<file path="src/rtl/hex_message_scroller_if.sv">
`default_nettype none
`timescale 1ns/1ps
// ============================================================================
// Module  : hex_message_scroller_if
// Purpose : Control/write bus and display outputs of the HEX message scroller.
//           The master drives mode, step and write requests. The slave returns
//           per-display codes, the current offset and the step tick.
// Revision: 1.0  initial release
// ============================================================================
interface hex_message_scroller_if #(
  parameter int NUM_DISP = 6,
  parameter int MSG_LEN  = 8,
  parameter int ADDR_W   = $clog2(MSG_LEN),
  parameter int OFF_W    = (MSG_LEN > 1) ? $clog2(MSG_LEN) : 1
);
  logic                    run;
  logic                    dir;
  logic                    step;
  logic                    wr_en;
  logic [ADDR_W-1:0]       wr_addr;
  logic [2:0]              wr_data;
  logic [3*NUM_DISP-1:0]   disp_code;
  logic [OFF_W-1:0]        offset;
  logic                    tick;

  modport master (
    output run, dir, step, wr_en, wr_addr, wr_data,
    input  disp_code, offset, tick
  );

  modport slave (
    input  run, dir, step, wr_en, wr_addr, wr_data,
    output disp_code, offset, tick
  );
endinterface
`default_nettype wire

</file>
<file path="src/rtl/hex_message_scroller.sv">
`default_nettype none
`timescale 1ns/1ps
// ============================================================================
// Module  : hex_message_scroller
// Purpose : Holds a MSG_LEN-slot message of 3-bit character codes and rotates
//           it across NUM_DISP seven-segment displays. It scrolls either at a
//           TICK_DIV-cycle rate (RUN) or on single step pulses (HOLD).
// Revision: 1.0  initial release
// ============================================================================
module hex_message_scroller #(
  parameter int NUM_DISP = 6,
  parameter int MSG_LEN  = 8,
  parameter int TICK_DIV = 50_000_000,
  parameter int ADDR_W   = $clog2(MSG_LEN)
) (
  input  logic                    clk,
  input  logic                    rst_n,
  hex_message_scroller_if.slave   bus
);

  localparam int OFF_W = (MSG_LEN > 1) ? $clog2(MSG_LEN) : 1;
  localparam int CNT_W = $clog2(TICK_DIV);
  localparam logic [OFF_W-1:0] LAST_SLOT = OFF_W'(MSG_LEN - 1);
  localparam logic [CNT_W-1:0] LAST_CNT  = CNT_W'(TICK_DIV - 1);

  typedef enum logic [0:0] {
    HOLD = 1'b0,
    RUN  = 1'b1
  } state_t;

  state_t                 state;
  state_t                 state_nx;
  logic [CNT_W-1:0]       div_cnt;
  logic [CNT_W-1:0]       div_cnt_nx;
  logic [OFF_W-1:0]       offset;
  logic [OFF_W-1:0]       offset_nx;
  logic [2:0]             msg    [MSG_LEN];
  logic [2:0]             msg_nx [MSG_LEN];
  logic [3*NUM_DISP-1:0]  disp_code;
  logic [3*NUM_DISP-1:0]  disp_nx;
  logic                   tick;
  logic                   step_now;
  logic                   wr_hit;
  logic [OFF_W-1:0]       wr_slot;

  // Power-on message: "dE102" followed by blanks.
  function automatic logic [2:0] boot_code(input int slot);
    return (slot < 5) ? 3'(slot) : 3'b111;
  endfunction

  // Mode FSM plus the rate divider; decides whether a step is applied this cycle.
  always_comb begin
    state_nx   = state;
    div_cnt_nx = div_cnt;
    step_now   = 1'b0;
    case (state)
      HOLD: begin
        step_now = bus.step;
        if (bus.run) begin
          state_nx   = RUN;
          div_cnt_nx = '0;
        end
      end
      RUN: begin
        if (div_cnt == LAST_CNT) begin
          div_cnt_nx = '0;
          step_now   = 1'b1;
        end else begin
          div_cnt_nx = div_cnt + 1'b1;
        end
        if (!bus.run) begin
          state_nx = HOLD;
        end
      end
      default: state_nx = HOLD;
    endcase
  end

  // Next offset, wrapping at both ends of the message.
  always_comb begin
    offset_nx = offset;
    if (step_now) begin
      if (bus.dir) begin
        offset_nx = (offset == '0) ? LAST_SLOT : offset - 1'b1;
      end else begin
        offset_nx = (offset == LAST_SLOT) ? '0 : offset + 1'b1;
      end
    end
  end

  // Message contents after this cycle's write; out-of-range addresses are dropped.
  always_comb begin
    wr_hit  = bus.wr_en && (32'(bus.wr_addr) < 32'(MSG_LEN));
    wr_slot = OFF_W'(bus.wr_addr);
    msg_nx  = msg;
    if (wr_hit) begin
      msg_nx[wr_slot] = bus.wr_data;
    end
  end

  // Next display frame built from the new offset and new contents together,
  // so a simultaneous write and step never shows a stale frame.
  always_comb begin
    disp_nx = '0;
    for (int i = 0; i < NUM_DISP; i++) begin
      disp_nx[3*i +: 3] = msg_nx[OFF_W'((int'(offset_nx) + i) % MSG_LEN)];
    end
  end

  // State, counter, message store and registered outputs.
  always_ff @(posedge clk or negedge rst_n) begin
    if (!rst_n) begin
      state   <= HOLD;
      div_cnt <= '0;
      offset  <= '0;
      tick    <= 1'b0;
      for (int s = 0; s < MSG_LEN; s++) begin
        msg[s] <= boot_code(s);
      end
      for (int i = 0; i < NUM_DISP; i++) begin
        disp_code[3*i +: 3] <= boot_code(i);
      end
    end else begin
      state     <= state_nx;
      div_cnt   <= div_cnt_nx;
      offset    <= offset_nx;
      tick      <= step_now;
      msg       <= msg_nx;
      disp_code <= disp_nx;
    end
  end

  assign bus.disp_code = disp_code;
  assign bus.offset    = offset;
  assign bus.tick      = tick;

endmodule
`default_nettype wire

</file>
<file path="src/flat_wrapper.sv">
// flat-port wrapper written by rule: the top's interface ports become plain ports
module hex_message_scroller_flat 
#(
  parameter int NUM_DISP = 6,
  parameter int MSG_LEN  = 8,
  parameter int TICK_DIV = 50_000_000,
  parameter int ADDR_W   = $clog2(MSG_LEN)
)
  (clk, rst_n, bus_run, bus_dir, bus_step, bus_wr_en, bus_wr_addr, bus_wr_data, bus_disp_code, bus_offset, bus_tick);
  hex_message_scroller_if #(.NUM_DISP(NUM_DISP), .MSG_LEN(MSG_LEN), .ADDR_W(ADDR_W)) bus_i ();
  input  logic clk;
  input  logic rst_n;
  input wire logic [$bits(bus_i.run)-1:0] bus_run;
  input wire logic [$bits(bus_i.dir)-1:0] bus_dir;
  input wire logic [$bits(bus_i.step)-1:0] bus_step;
  input wire logic [$bits(bus_i.wr_en)-1:0] bus_wr_en;
  input wire logic [$bits(bus_i.wr_addr)-1:0] bus_wr_addr;
  input wire logic [$bits(bus_i.wr_data)-1:0] bus_wr_data;
  output wire logic [$bits(bus_i.disp_code)-1:0] bus_disp_code;
  output wire logic [$bits(bus_i.offset)-1:0] bus_offset;
  output wire logic [$bits(bus_i.tick)-1:0] bus_tick;
  assign bus_i.run = bus_run;
  assign bus_i.dir = bus_dir;
  assign bus_i.step = bus_step;
  assign bus_i.wr_en = bus_wr_en;
  assign bus_i.wr_addr = bus_wr_addr;
  assign bus_i.wr_data = bus_wr_data;
  assign bus_disp_code = bus_i.disp_code;
  assign bus_offset = bus_i.offset;
  assign bus_tick = bus_i.tick;
  hex_message_scroller #(.NUM_DISP(NUM_DISP), .MSG_LEN(MSG_LEN), .TICK_DIV(TICK_DIV), .ADDR_W(ADDR_W)) u_core (.clk(clk), .rst_n(rst_n), .bus(bus_i));
endmodule
</file>
<file path="config.mk">
export PLATFORM = sky130hd
export DESIGN_NAME = hex_message_scroller_flat
export DESIGN_NICKNAME = d
export VERILOG_FILES = /design/src/rtl/hex_message_scroller_if.sv /design/src/rtl/hex_message_scroller.sv /design/src/flat_wrapper.sv
export SDC_FILE = /design/constraint.sdc
export NUM_CORES = 1
export LEC_CHECK = 0
export BUFFER_PORTS_ARGS = -buffer_cell sky130_fd_sc_hd__buf_2
export CORE_MARGIN = 5
export CORE_UTILIZATION = 64
export CTS_CLUSTER_DIAMETER = 100
export DETAILED_ROUTE_END_ITERATION = 8
export GPL_TIMING_DRIVEN = 0
export PLACE_DENSITY = 0.85
export SETUP_SLACK_MARGIN = 0.05
export SYNTH_ARGS = -nofsm -noshare
export SYNTH_HDL_FRONTEND = slang
export SYNTH_SLANG_ARGS = --single-unit
</file>
<file path="constraint.sdc">
create_clock -name clk -period 7.1 [get_ports clk]
set_input_delay 1.065 -clock clk [delete_from_list [all_inputs] [get_ports clk]]
set_output_delay 1.065 -clock clk [all_outputs]
set_load 0.01 [all_outputs]
</file>
==> metrics.yaml <==
final_cells: 498
root_buffer: "clkbuf_8"
crit_chain: "ha_1 > and3_1 > nand4_1 > o22ai_4 > mux2i_1 > inv_2 > ha_1 > clkbuf_1 > mux2i_1 > mux2i_1"
max_freq_mhz: 256
area_delta_synth_final_pct: 11.5
worst_slew_pin_slew_ns: 1.04
synth_edf_count: 0
peakVddDrop_uv: 335
vias: 3047
postPlaceCellArea_sq_um: 4280
synthCells: 376
wl_per_cell_microns: 17.3
grt_pass1_vias: 2897
cp.required_ns: 7.32
design_area_sq_um: 4500
slew_viol_final: 0
cts_max_level: 3
tritoncts: "done"
gp_congestion: 0.888
status: "complete, no violations"
ys.flop_type: "dfrtp_1"
cp_slowest_cell: "mux2i_1"
slew_headroom_pct: 29.4
cts.sinks: 73
overflow: 0
ios: 34
dr.first_iter.drc_count: 238
synth_cell_types: 45
setup_ws_ns: 3.19
syn_avg_cell_area_sq_um: 10.7
grt_max_degree: 74
ant_nets: 0
critPathBufInv: 2
yosysWarnings: 0
ys_async_sr_fraction_pct: 100
hold_buffers: 0
drive_gt1_share_pct: 19.5
synth_fp_nets: 394
portBuffers: 29
period_share_pct: 55.1
postCtsSetupBuffers: 0
std_cell_rows: 29
clock_skew_ns: 0.00871
power_mw: 1.76
clk_pin_slew_ns: 0.08
grt_usage_pct: 23.2
crit_type: "flip-flop to flip-flop"
chipWidth_microns: 89.4
numCtsBuffers: 9
hp-class: "flip-flop to flip-flop"
critPathArrivalTime_ns: 4.14
final_cell_mix: "82 x mux2i_1, 51 x dfrtp_1, 32 x o21ai_0"
syn_area_sq_um: 4030
synth-seq-cells: 73
core_region_area_sq_um: 6240
grt_antenna_before_repair: 0
dp_cells: 482
yosysSeqAreaShare_pct: 46.0
end_kind: "flip-flop"
detailed_place_hpwl_mm: 6.07
setup_tns_ns: 0
grt_pass1_wl_mm: 14.0
ctsResizeCount: 0
drc: 0
wl_mm: 8.63
finalSetupViolCount: 0
power.density_nw_per_um2: 392
initial_core_util_pct: 64.6
die_h_microns: 89.4
rsz0062_at_grt: "false"
crit_top_cell: "mux2i_1"
maxCapViolations: 0
start_kind: "flip-flop"
cts_buffer_depth: 2
worst_path_largest_cell_delay_ns: 0.84
mostFrequentLayoutCell: "mux2i_1"
clk_latency_ns: 0.35
period_needed_ns: 3.91
p_leak_nw: 2.18
routed_via_density: 6.12
num_antenna_cells: 0
cp_max_fo: 10
dieArea_sq_um: 7990
drtPass1Iterations: 5
final_nets: 434
critPathTopFamily: "multiplexers"
place_ws_ns: 3.25
final-hold-violation-count: 0
## cell type report
cell class                 count  area, sq um
timing repair buffer          29          148
clock inverter                 5         78.8
clock buffer                  11          141
tap                           77         96.3
inverter                      32          120
fill                         452         1750
sequential                    73         1850
multi-input combinational    256         1990
buffer                        15         68.8
## stage by stage
| step | hold WS, ns | utilization [%] |
|---|---|---|
| after floorplan | 0.464 | - |
| after global placement | 0.485 | 68.5 |
| after detailed placement | 0.493 | 68.5 |
| after CTS | 0.512 | 72.0 |
| after global routing | 0.552 | 72.0 |
| final | 0.514 | 72.0 |
## flip-flops by register name, indices dropped and copies added (netlist names)
signal and cells:
u_core.msg 24, u_core.div_cnt 26, u_core.state 1, u_core.bus.disp_code 18
u_core.bus.tick 1, u_core.bus.offset 3
## power breakdown
part	internal, mW	leakage [nW]	switching, mW
registers	0.547	0.892	0.0394
logic	0.357	1.18	0.457
clock network	0.207	0.113	0.155
total	1.11	2.18	0.651
## synthesized netlist by cell type, types with 2 or more instances
cell | n | area share, %
dfrtp_1 | 51 | 32
dfstp_2 | 22 | 14
ha_1 | 6 | 1.9
nor2_1 | 19 | 1.8
nand2_1 | 17 | 1.6
nand4_1 | 6 | 0.93
inv_1 | 31 | 2.9
nor3b_2 | 2 | 0.62
nand2b_1 | 5 | 0.78
nor2b_1 | 2 | 0.31
a31oi_1 | 7 | 1.1
and3_1 | 8 | 1.2
nand3_1 | 12 | 1.5
o31ai_1 | 11 | 2.0
o41ai_1 | 4 | 0.87
nand4b_1 | 3 | 0.65
mux2i_1 | 82 | 20
a21oi_1 | 6 | 0.74
and2_1 | 3 | 0.47
mux4_2 | 3 | 1.7
clkbuf_1 | 12 | 1.1
nor4bb_1 | 2 | 0.50
nor3_1 | 3 | 0.37
and4_1 | 4 | 0.87
o21ai_0 | 32 | 4.0
nor4b_2 | 2 | 0.74
xor2_1 | 2 | 0.43
nor4b_1 | 2 | 0.43
## worst paths after layout
kind | start | endpoint | slack, ns | cells past startpoint
worst max-delay path | u_core.div_cnt[0] | u_core.bus.disp_code[5] | 3.19 | 10
worst min-delay path | u_core.msg[23] | u_core.msg[23] | 0.51 | 2
worst max register to register | u_core.div_cnt[0] | u_core.bus.disp_code[5] | 3.19 | 10
worst min register to register | u_core.msg[23] | u_core.msg[23] | 0.51 | 2
max in group asynchronous | rst_n | u_core.msg[21] | 5.69 | 1
min in group asynchronous | rst_n | u_core.div_cnt[6] | 0.81 | 1
## layer usage
layer  global-route usage (%)  share of wire, %  vias up
met3                     4.98               5.5       15
met4                     7.85               1.6        0
met2                     35.0                45       97
li1                         -                 -     1431
met5                        0                 0        -
met1                     33.3                47     1504
## cells by family after synthesis
kind of cell | count (synthesis) | share of synthesized area (%)
and+or+nand+nor | 95 | 13.7
muxes | 86 | 22.6
DFF | 73 | 46.0
AOI/OAI and AO/OA | 64 | 9.71
buffers and inverters | 47 | 4.69
adders and majority gates | 6 | 1.86
xor gates and xnor gates | 5 | 1.46
## worst min-delay path, delay by kind of cell (launching register included)
family	cells	cell delay, ns
mux	1	0.09
flops	1	0.33
buf+inv	1	0.06
Power figures use the tool's default switching activity.
